===== src/rtl/lsu_bus_master.sv =====
`default_nettype none
// ============================================================================
// Module   : lsu_bus_master
// Purpose  : MEM-stage load/store initiator. Accepts one access, checks
//            alignment and the address map, runs a req/ack bus cycle toward
//            data memory or the timer bridge, and returns extended load data
//            or an AdEL/AdES exception as a one-cycle response.
// Revision : 1.0 - initial release
// ----------------------------------------------------------------------------
// Ports
//   clk, reset (async active-low)
//   Pipeline : req_valid/req_ready, req_we, req_size, req_sign, req_addr,
//              req_wdata, req_ovf, flush
//   Response : resp_valid, resp_rdata, resp_exc, resp_exccode, resp_badvaddr,
//              busy
//   Bus      : bus_req, bus_we, bus_be, bus_addr, bus_wdata, bus_rdata,
//              bus_ack
// ============================================================================
module lsu_bus_master #(
  parameter int TIMEOUT = 16
) (
  input  logic        clk,
  input  logic        reset,
  input  logic        req_valid,
  output logic        req_ready,
  input  logic        req_we,
  input  logic [1:0]  req_size,
  input  logic        req_sign,
  input  logic [31:0] req_addr,
  input  logic [31:0] req_wdata,
  input  logic        req_ovf,
  input  logic        flush,
  output logic        resp_valid,
  output logic [31:0] resp_rdata,
  output logic        resp_exc,
  output logic [4:0]  resp_exccode,
  output logic [31:0] resp_badvaddr,
  output logic        busy,
  output logic        bus_req,
  output logic        bus_we,
  output logic [3:0]  bus_be,
  output logic [31:0] bus_addr,
  output logic [31:0] bus_wdata,
  input  logic [31:0] bus_rdata,
  input  logic        bus_ack
);

  localparam int         CW      = (TIMEOUT > 1) ? $clog2(TIMEOUT) : 1;
  localparam logic [CW-1:0] c_CNT_LAST = CW'(TIMEOUT - 1);
  localparam logic [4:0] c_ADEL  = 5'd4;
  localparam logic [4:0] c_ADES  = 5'd5;

  typedef enum logic [1:0] {
    ST_IDLE = 2'd0,
    ST_BUS  = 2'd1,
    ST_RESP = 2'd2
  } state_t;

  state_t r_state;
  state_t w_next;

  logic [31:0]   r_addr;
  logic          r_we;
  logic          r_half;
  logic          r_byte;
  logic          r_sign;
  logic [3:0]    r_be;
  logic [31:0]   r_wdata;
  logic [CW-1:0] r_cnt;
  logic [31:0]   r_rdata;
  logic          r_exc;
  logic [4:0]    r_exccode;
  logic [31:0]   r_badvaddr;
  logic          r_kill;

  logic          w_accept;
  logic          w_half;
  logic          w_byte;
  logic          w_word;
  logic          w_in_dm;
  logic          w_in_tmr;
  logic          w_fault;
  logic [3:0]    w_be;
  logic [31:0]   w_wdata;
  logic [31:0]   w_load;
  logic          w_timeout;
  logic          w_resp_valid;

  // --------------------------------------------------------------------------
  // Request decode (evaluated on the raw request at the accept edge)
  // --------------------------------------------------------------------------
  assign w_accept = req_valid & req_ready;
  assign w_half   = (req_size == 2'd1);
  assign w_byte   = (req_size == 2'd2);
  assign w_word   = ~w_half & ~w_byte;   // size 3 behaves as a word

  // Data memory 0x0000_0000-0x0000_2FFF.
  assign w_in_dm  = (req_addr[31:14] == 18'd0) && (req_addr[13:12] != 2'b11);
  // Two timer blocks at 0x7F00 and 0x7F10, three registers each; offset 0xC
  // of each 16-byte block is a hole.
  assign w_in_tmr = (req_addr[31:5] == 27'h3F8) && (req_addr[3:2] != 2'b11);

  always_comb begin
    w_fault = 1'b0;
    if (req_ovf)                                  w_fault = 1'b1;
    if (w_word && (req_addr[1:0] != 2'b00))       w_fault = 1'b1;
    if (w_half && req_addr[0])                    w_fault = 1'b1;
    if (!(w_in_dm || w_in_tmr))                   w_fault = 1'b1;
    // Timer registers are word-only, and the count register is read-only.
    if (w_in_tmr && !w_word)                      w_fault = 1'b1;
    if (w_in_tmr && req_we && (req_addr[3:2] == 2'b10)) w_fault = 1'b1;
  end

  always_comb begin
    w_be    = 4'b1111;
    w_wdata = req_wdata;
    if (w_half) begin
      w_be    = req_addr[1] ? 4'b1100 : 4'b0011;
      w_wdata = {2{req_wdata[15:0]}};
    end else if (w_byte) begin
      w_be    = 4'b0001 << req_addr[1:0];
      w_wdata = {4{req_wdata[7:0]}};
    end
  end

  // Lane select and extension of the returned word, using the latched request.
  always_comb begin
    logic [15:0] v_h;
    logic [7:0]  v_b;
    v_h    = r_addr[1] ? bus_rdata[31:16] : bus_rdata[15:0];
    v_b    = 8'h00;
    case (r_addr[1:0])
      2'd0:    v_b = bus_rdata[7:0];
      2'd1:    v_b = bus_rdata[15:8];
      2'd2:    v_b = bus_rdata[23:16];
      default: v_b = bus_rdata[31:24];
    endcase
    w_load = bus_rdata;
    if (r_half)      w_load = {{16{r_sign & v_h[15]}}, v_h};
    else if (r_byte) w_load = {{24{r_sign & v_b[7]}}, v_b};
  end

  assign w_timeout = (r_state == ST_BUS) && !bus_ack && (r_cnt == c_CNT_LAST);

  // --------------------------------------------------------------------------
  // FSM
  // --------------------------------------------------------------------------
  always_ff @(posedge clk or negedge reset) begin
    if (!reset) r_state <= ST_IDLE;
    else        r_state <= w_next;
  end

  always_comb begin
    w_next = r_state;
    case (r_state)
      ST_IDLE: if (w_accept) w_next = w_fault ? ST_RESP : ST_BUS;
      ST_BUS:  if (bus_ack || w_timeout) w_next = ST_RESP;
      ST_RESP: w_next = ST_IDLE;
      default: w_next = ST_IDLE;
    endcase
  end

  // --------------------------------------------------------------------------
  // Datapath
  // --------------------------------------------------------------------------
  always_ff @(posedge clk or negedge reset) begin
    if (!reset) begin
      r_addr     <= 32'd0;
      r_we       <= 1'b0;
      r_half     <= 1'b0;
      r_byte     <= 1'b0;
      r_sign     <= 1'b0;
      r_be       <= 4'd0;
      r_wdata    <= 32'd0;
      r_cnt      <= '0;
      r_rdata    <= 32'd0;
      r_exc      <= 1'b0;
      r_exccode  <= 5'd0;
      r_badvaddr <= 32'd0;
    end else if (w_accept) begin
      r_addr     <= req_addr;
      r_we       <= req_we;
      r_half     <= w_half;
      r_byte     <= w_byte;
      r_sign     <= req_sign;
      r_be       <= w_be;
      r_wdata    <= w_wdata;
      r_cnt      <= '0;
      r_rdata    <= 32'd0;
      r_exc      <= w_fault;
      r_exccode  <= w_fault ? (req_we ? c_ADES : c_ADEL) : 5'd0;
      r_badvaddr <= w_fault ? req_addr : 32'd0;
    end else if (r_state == ST_BUS) begin
      if (bus_ack) begin
        r_rdata <= r_we ? 32'd0 : w_load;
      end else if (w_timeout) begin
        r_rdata    <= 32'd0;
        r_exc      <= 1'b1;
        r_exccode  <= r_we ? c_ADES : c_ADEL;
        r_badvaddr <= r_addr;
      end else begin
        r_cnt <= r_cnt + 1'b1;
      end
    end
  end

  // A flush during a transfer lets the bus cycle finish but hides the result.
  always_ff @(posedge clk or negedge reset) begin
    if (!reset)                              r_kill <= 1'b0;
    else if (r_state == ST_RESP)             r_kill <= 1'b0;
    else if (flush && (r_state == ST_BUS))   r_kill <= 1'b1;
  end

  // --------------------------------------------------------------------------
  // Outputs
  // --------------------------------------------------------------------------
  assign req_ready     = (r_state == ST_IDLE) && !flush;
  assign busy          = (r_state != ST_IDLE);
  assign bus_req       = (r_state == ST_BUS);
  assign bus_we        = bus_req & r_we;
  assign bus_be        = bus_req ? r_be : 4'd0;
  assign bus_addr      = {r_addr[31:2], 2'b00};
  assign bus_wdata     = r_wdata;

  // A flush landing in the response cycle itself also suppresses it.
  assign w_resp_valid  = (r_state == ST_RESP) && !r_kill && !flush;
  assign resp_valid    = w_resp_valid;
  assign resp_rdata    = w_resp_valid ? r_rdata    : 32'd0;
  assign resp_exc      = w_resp_valid & r_exc;
  assign resp_exccode  = w_resp_valid ? r_exccode  : 5'd0;
  assign resp_badvaddr = w_resp_valid ? r_badvaddr : 32'd0;

endmodule
`default_nettype wire


===== config.mk =====
export PLATFORM = sky130hd
export DESIGN_NAME = lsu_bus_master
export DESIGN_NICKNAME = d
export VERILOG_FILES = /design/src/rtl/lsu_bus_master.sv
export SDC_FILE = /design/constraint.sdc
export NUM_CORES = 1
export LEC_CHECK = 0
export CORE_AREA = 2 2 134 136
export CTS_CLUSTER_SIZE = 30
export DETAILED_ROUTE_END_ITERATION = 8
export DIE_AREA = 0 0 136 138
export PLACE_DENSITY = 0.81
export REMOVE_ABC_BUFFERS = 1
export SLEW_MARGIN = 20
export SYNTH_ARGS = -nofsm -noshare
export SYNTH_HDL_FRONTEND = slang
export SYNTH_SLANG_ARGS = --single-unit

===== constraint.sdc =====
create_clock -name clk -period 5.4 [get_ports clk]
set_clock_uncertainty 0.1 [all_clocks]
set_input_delay 0.54 -clock clk [delete_from_list [all_inputs] [get_ports clk]]
set_output_delay 0.54 -clock clk [all_outputs]
set_load 0.01 [all_outputs]

After elaboration in Yosys (flattened, before gate mapping)
Index checks and enable logic that the tools add are counted.
{ "word_totals": {"ff_bits": 149, "wordCells": 121} }
{ "op_classes": {"addsub": 1, "n_eq_ne": 15, "shifts": 1, "n_mux": 50, "bitwise_logic": 8, "reduce_logical": 32} }
{ "ops": {"columns": ["op", "count"], "rows": [
  ["$mux W32", 16],
  ["$mux W4", 8],
  ["$eq A27 B10 Y1 const B", 1],
  ["$mux W5", 5],
  ["$pmux W8 S3", 1],
  ["$logic_not A18 Y1", 1],
  ["$mux W16", 1],
  ["$mux W1", 14],
  ["$logic_and A1 B1 Y1", 13],
  ["$reduce_bool A2 Y1", 5],
  ["$eq A2 B2 Y1 const B", 4],
  ["$ne A2 B2 Y1 const B", 4],
  ["$and A1 B1 Y1", 6],
  ["$eq A2 B1 Y1 const B", 3],
  ["$mux W2", 3],
  ["$reduce_and A3 Y1", 2],
  ["$add A4 B1 Y4 const B", 1],
  ["$eq A4 B4 Y1 const B", 1],
  ["$logic_not A1 Y1", 4],
  ["$logic_not A2 Y1", 2],
  ["$ne A2 B1 Y1 const B", 2],
  ["$pmux W2 S2", 1],
  ["$reduce_and A2 Y1", 2],
  ["$shl A1 B2 Y4 const A", 1],
  ["4 further kinds", 6]
]} }

Logic depth before layout (Yosys ltp)
{ "logic_depth": {"depth_word": 12, "depth_mapped": 7, "ltp_nobuf": 6} }

Worst setup path before layout
Ideal clock, no wire load.
{ "synth_timing": {"path_type": "flip-flop to output port", "from": "register r_state[0]", "to": "output resp_badvaddr[0]", "arrival_time_ps": 1654, "setup_slack_ps": 3106, "path_stages_with_launch": 6, "path_buffers": 3, "cell_sequence": "dfrtp_1 > buf_2 > nor4b_1 > clkbuf_1 > clkbuf_1 > and2_1"} }
{ "synth_via": {"elab_chain_len": 4} }
{ "synth_rtl": {"columns": ["element", "line", "source"], "rows": [
  ["start: declaration", "59", "state_t r_state;"],
  ["start signal: assignment", "150", "else r_state <= w_next;"],
  ["$eq A2 B2 Y1", "226", "assign w_resp_valid = (r_state == ST_RESP) && !r_kill && !flush;"],
  ["$logic_and A1 B1 Y1 (2 in a row)", "226", null],
  ["$mux W32", "231", "assign resp_badvaddr = w_resp_valid ? r_badvaddr : 32'd0;"],
  ["end: declaration", "37", "output logic [31:0] resp_badvaddr,"]
]} }
No other way between the ends.

Worst setup path in the final report
{ "layout_timing": {"from": "input flush", "to": "output resp_badvaddr[24]"} }
{ "layout_via": {"elab_chain_len": 3} }
{ "layout_rtl": {"columns": ["element", "line", "source"], "rows": [
  ["start: declaration", "32", "input logic flush,"],
  ["$logic_not A1 Y1", "226", null],
  ["$logic_and A1 B1 Y1", "226", null],
  ["$mux W32", "231", null]
]} }
No other way between the ends.

==> run metrics <==
switching fraction of total power=0.2866; internal power contribution=about 0.0023 W; standard cell core area=about 0.018 mm²; type of element capturing the critical path=primary output; count of endpoints failing hold in the final timing report=0; clock net sink count=between 100 and 150; TritonCTS clock tree=done; Die X=between 100 and 150 µm; count of state elements after synthesis=between 100 and 150; fillcell total=about 1500; Final Critical Period=around 3.3 ns; number of standard-cell rows in the floorplan=a little under 50; critical path start-end classification=input pin to primary output; vias in the first global route=~6400; layout cell share with drive strength beyond 1=0.09717; most used cells in the layout excluding fill and tap cells=clkdlybuf4s50_1, dfrtp_1, nand2_1, and2_1, nor2_1; power density over cell area=307.7 mW/mm²; Netlist Area Pre-Place=between 0.007 and 0.008 mm²; most common library cell in the layout ignoring fill and taps=clkdlybuf4s50_1; Sw Pwr=~0.00094 W; Leakage Power=around 4.7 nW; fraction of synthesis flops using an asynchronous set or reset pin=1.000; Flop pwr share=0.418; maximum clock frequency=roughly 300 MHz; count of inserted antenna diode cells=0; logic gate share of total power=0.227; share of total power in the clock network=0.356; gate count after technology mapping=between 700 and 800; number of ports placed on the die boundary=249; average via count per standard cell=~5.3; share of the yosys chip area belonging to registers=0.4722; Die Span Y=between 100 and 150 µm; RSZ-0062 raised after global routing=no; class of the tightest hold or removal check=flip-flop to flip-flop; initial antenna violation count=0; Yosys Warn Count=0; final routed wirelength across all metal layers=~22000 µm; Final Setup Violations=0; net count of the finished layout=approximately 1100; most used flip-flop cell after synthesis=dfrtp_1; Max-Slew Margin vs Limit=0.2534; Clk Latency, worst-skew pair=0.41 ns; maximum vdd ir drop=approximately 0.21 mV; max capacitance violation total=0; cell at the root of the clock tree=clkbuf_16; Mapped Avg Cell Area=9.790 µm²; total gr overflow=0; Startpoint Class=input pin; slew of the pin with the lowest slew margin=about 1.1 ns; gr usage total=0.2369; cell total after placement=1183; global placement routability congestion=~0.86; global-route wire length before repair=34780 µm; via count=~6400; # Post-CTS Setup Buffers=0; router iterations before antenna repair=6; buffers from clock root to sink, at most=2; Post-synth EDFFs=0; Final Max Tran Viols=0; number of standard cells in the layout, taps in and fillers out=between 1000 and 1500; number of buffers added by the clock tree synthesis step=17; post-synthesis to final-layout area growth=38.03%; antenna-violating nets left=0; Clock transition at path regs=0.06 ns; post-DP HPWL=about 15000 µm; largest net degree at the start of global routing=~110; arrival time at the worst endpoint=between 2 and 3 ns; starting density of the core=0.4383; DRC marker count from the first detailed-route iteration=about 410; floorplan die area=0.01877 mm²; CTS H-Tree Depth=4; post-route design area=~0.011 mm²; post-synth cell types=55; number of remaining DRC errors=0; setup_tns=0 ns; maximum net fanout on the critical path=67; final worst-path cycle share=0.6183; number of port buffers=243; outcome=completed; Req. time, crit path=about 4.8 ns; post-DR wirelength/cell=roughly 18 µm; instance area at placement=between 0.009 and 0.01 mm²
state kept, by name, indices dropped and copies added, names as in the netlist:
signal and cells:
bus_wdata 32, r_kill 1, r_badvaddr 32, r_cnt 4
r_rdata 32, r_we 1, r_addr 32, r_state 2
r_byte 1, r_exccode 2, r_half 1, r_be 4
r_sign 1
cells by family after synthesis:
group / share of synthesized area
buf+inv: 0.08287
simple gates: 0.1799
compound gates: 0.1257
fa+ha+maj: 0.004885
mux: 0.1317
other cells: 0.0004880
flops: 0.4722
xor+xnor: 0.002280
routing by layer:
metal  GRT usage  routed length [µm]  up-vias
li1            -                   -     3043
met1      0.3052                9239     3103
met2      0.3814               10440      262
met3     0.07591                1938       30
met4     0.07018                 395        0
met5           0                   0        -
cell type report:
cell class	instances	area (µm²)	area share
Timing Repair Buffer	254	2539	0.2393
Multi-Input combinational cell	529	3461	0.3263
Clock inverter	12	121.4	0.01144
Sequential cell	145	3628	0.3421
Tap cell	229	286.5	0.02701
Inverter	28	105.1	0.009908
Clock buffer	20	466.7	0.04400
worst max-delay path, stage by stage:
cell and delay (ns):
clkdlybuf4s50_1 0.53, nor4b_2 0.30, buf_4 0.51, and2_1 0.24, clkdlybuf4s50_1 0.54
power by group through the flow:
stage               clock (W)  sequential (W)  combinational [W]
detailed placement          0         0.00138           0.000738
CTS                   0.00118         0.00136           0.000743
floorplan                   0         0.00139           0.000314
global placement            0         0.00138           0.000726
finish                0.00116         0.00136           0.000741
global route          0.00123         0.00139           0.000807
synth_stat cells (all sizes together), types with 4 or more instances:
cell	n	area, µm²
a221o	7	70.07
mux2	41	510.5
o21ai	34	185.2
nor4	4	25.02
a22o	14	122.6
a21oi	25	125.1
buf	59	426.7
dfrtp	145	3628
mux2i	43	434.2
a22oi	6	45.04
inv	28	105.1
nor2b	4	25.02
a31oi	28	175.2
and2	71	444.2
clkbuf	28	105.1
o221ai	18	157.7
nor2	45	168.9
nand2	143	536.8
final timing paths:
path | to | cells after the start | slack (ns) | startpoint
worst min register to register | r_be[2] | 2 | 0.37 | r_be[2]
worst max register to register | r_badvaddr[9] | 5 | 2.60 | r_state[0]
max in group asynchronous | r_rdata[10] | 4 | 3.50 | reset
worst min-delay path | r_be[2] | 2 | 0.37 | r_be[2]
min in group asynchronous | bus_wdata[5] | 2 | 0.45 | reset
worst max-delay path | resp_badvaddr[24] | 5 | 2.06 | flush
metrics by stage:
stage	hold WS, ns	worst slack (ns)	power (W)	util
2_1_floorplan	0.1444	0.1909	0.001704	-
3_3_place_gp	0.3555	1.906	0.002101	0.5689
3_5_place_dp	0.3620	2.062	0.002115	0.5693
4_1_cts	0.2006	2.044	0.003285	0.6028
5_1_grt	0.3990	1.961	0.003425	0.6050
6_report	0.3706	2.061	0.003264	0.6050
repair_timing:
item / CTS / global route
endpoints found under the setup margin: 0 / 0
resized for setup: 0 / 0
hold buffers: 0 / 1
endpoints found under the hold margin: 0 / 23
No activity file was read; power rests on OpenSTA's default activity.
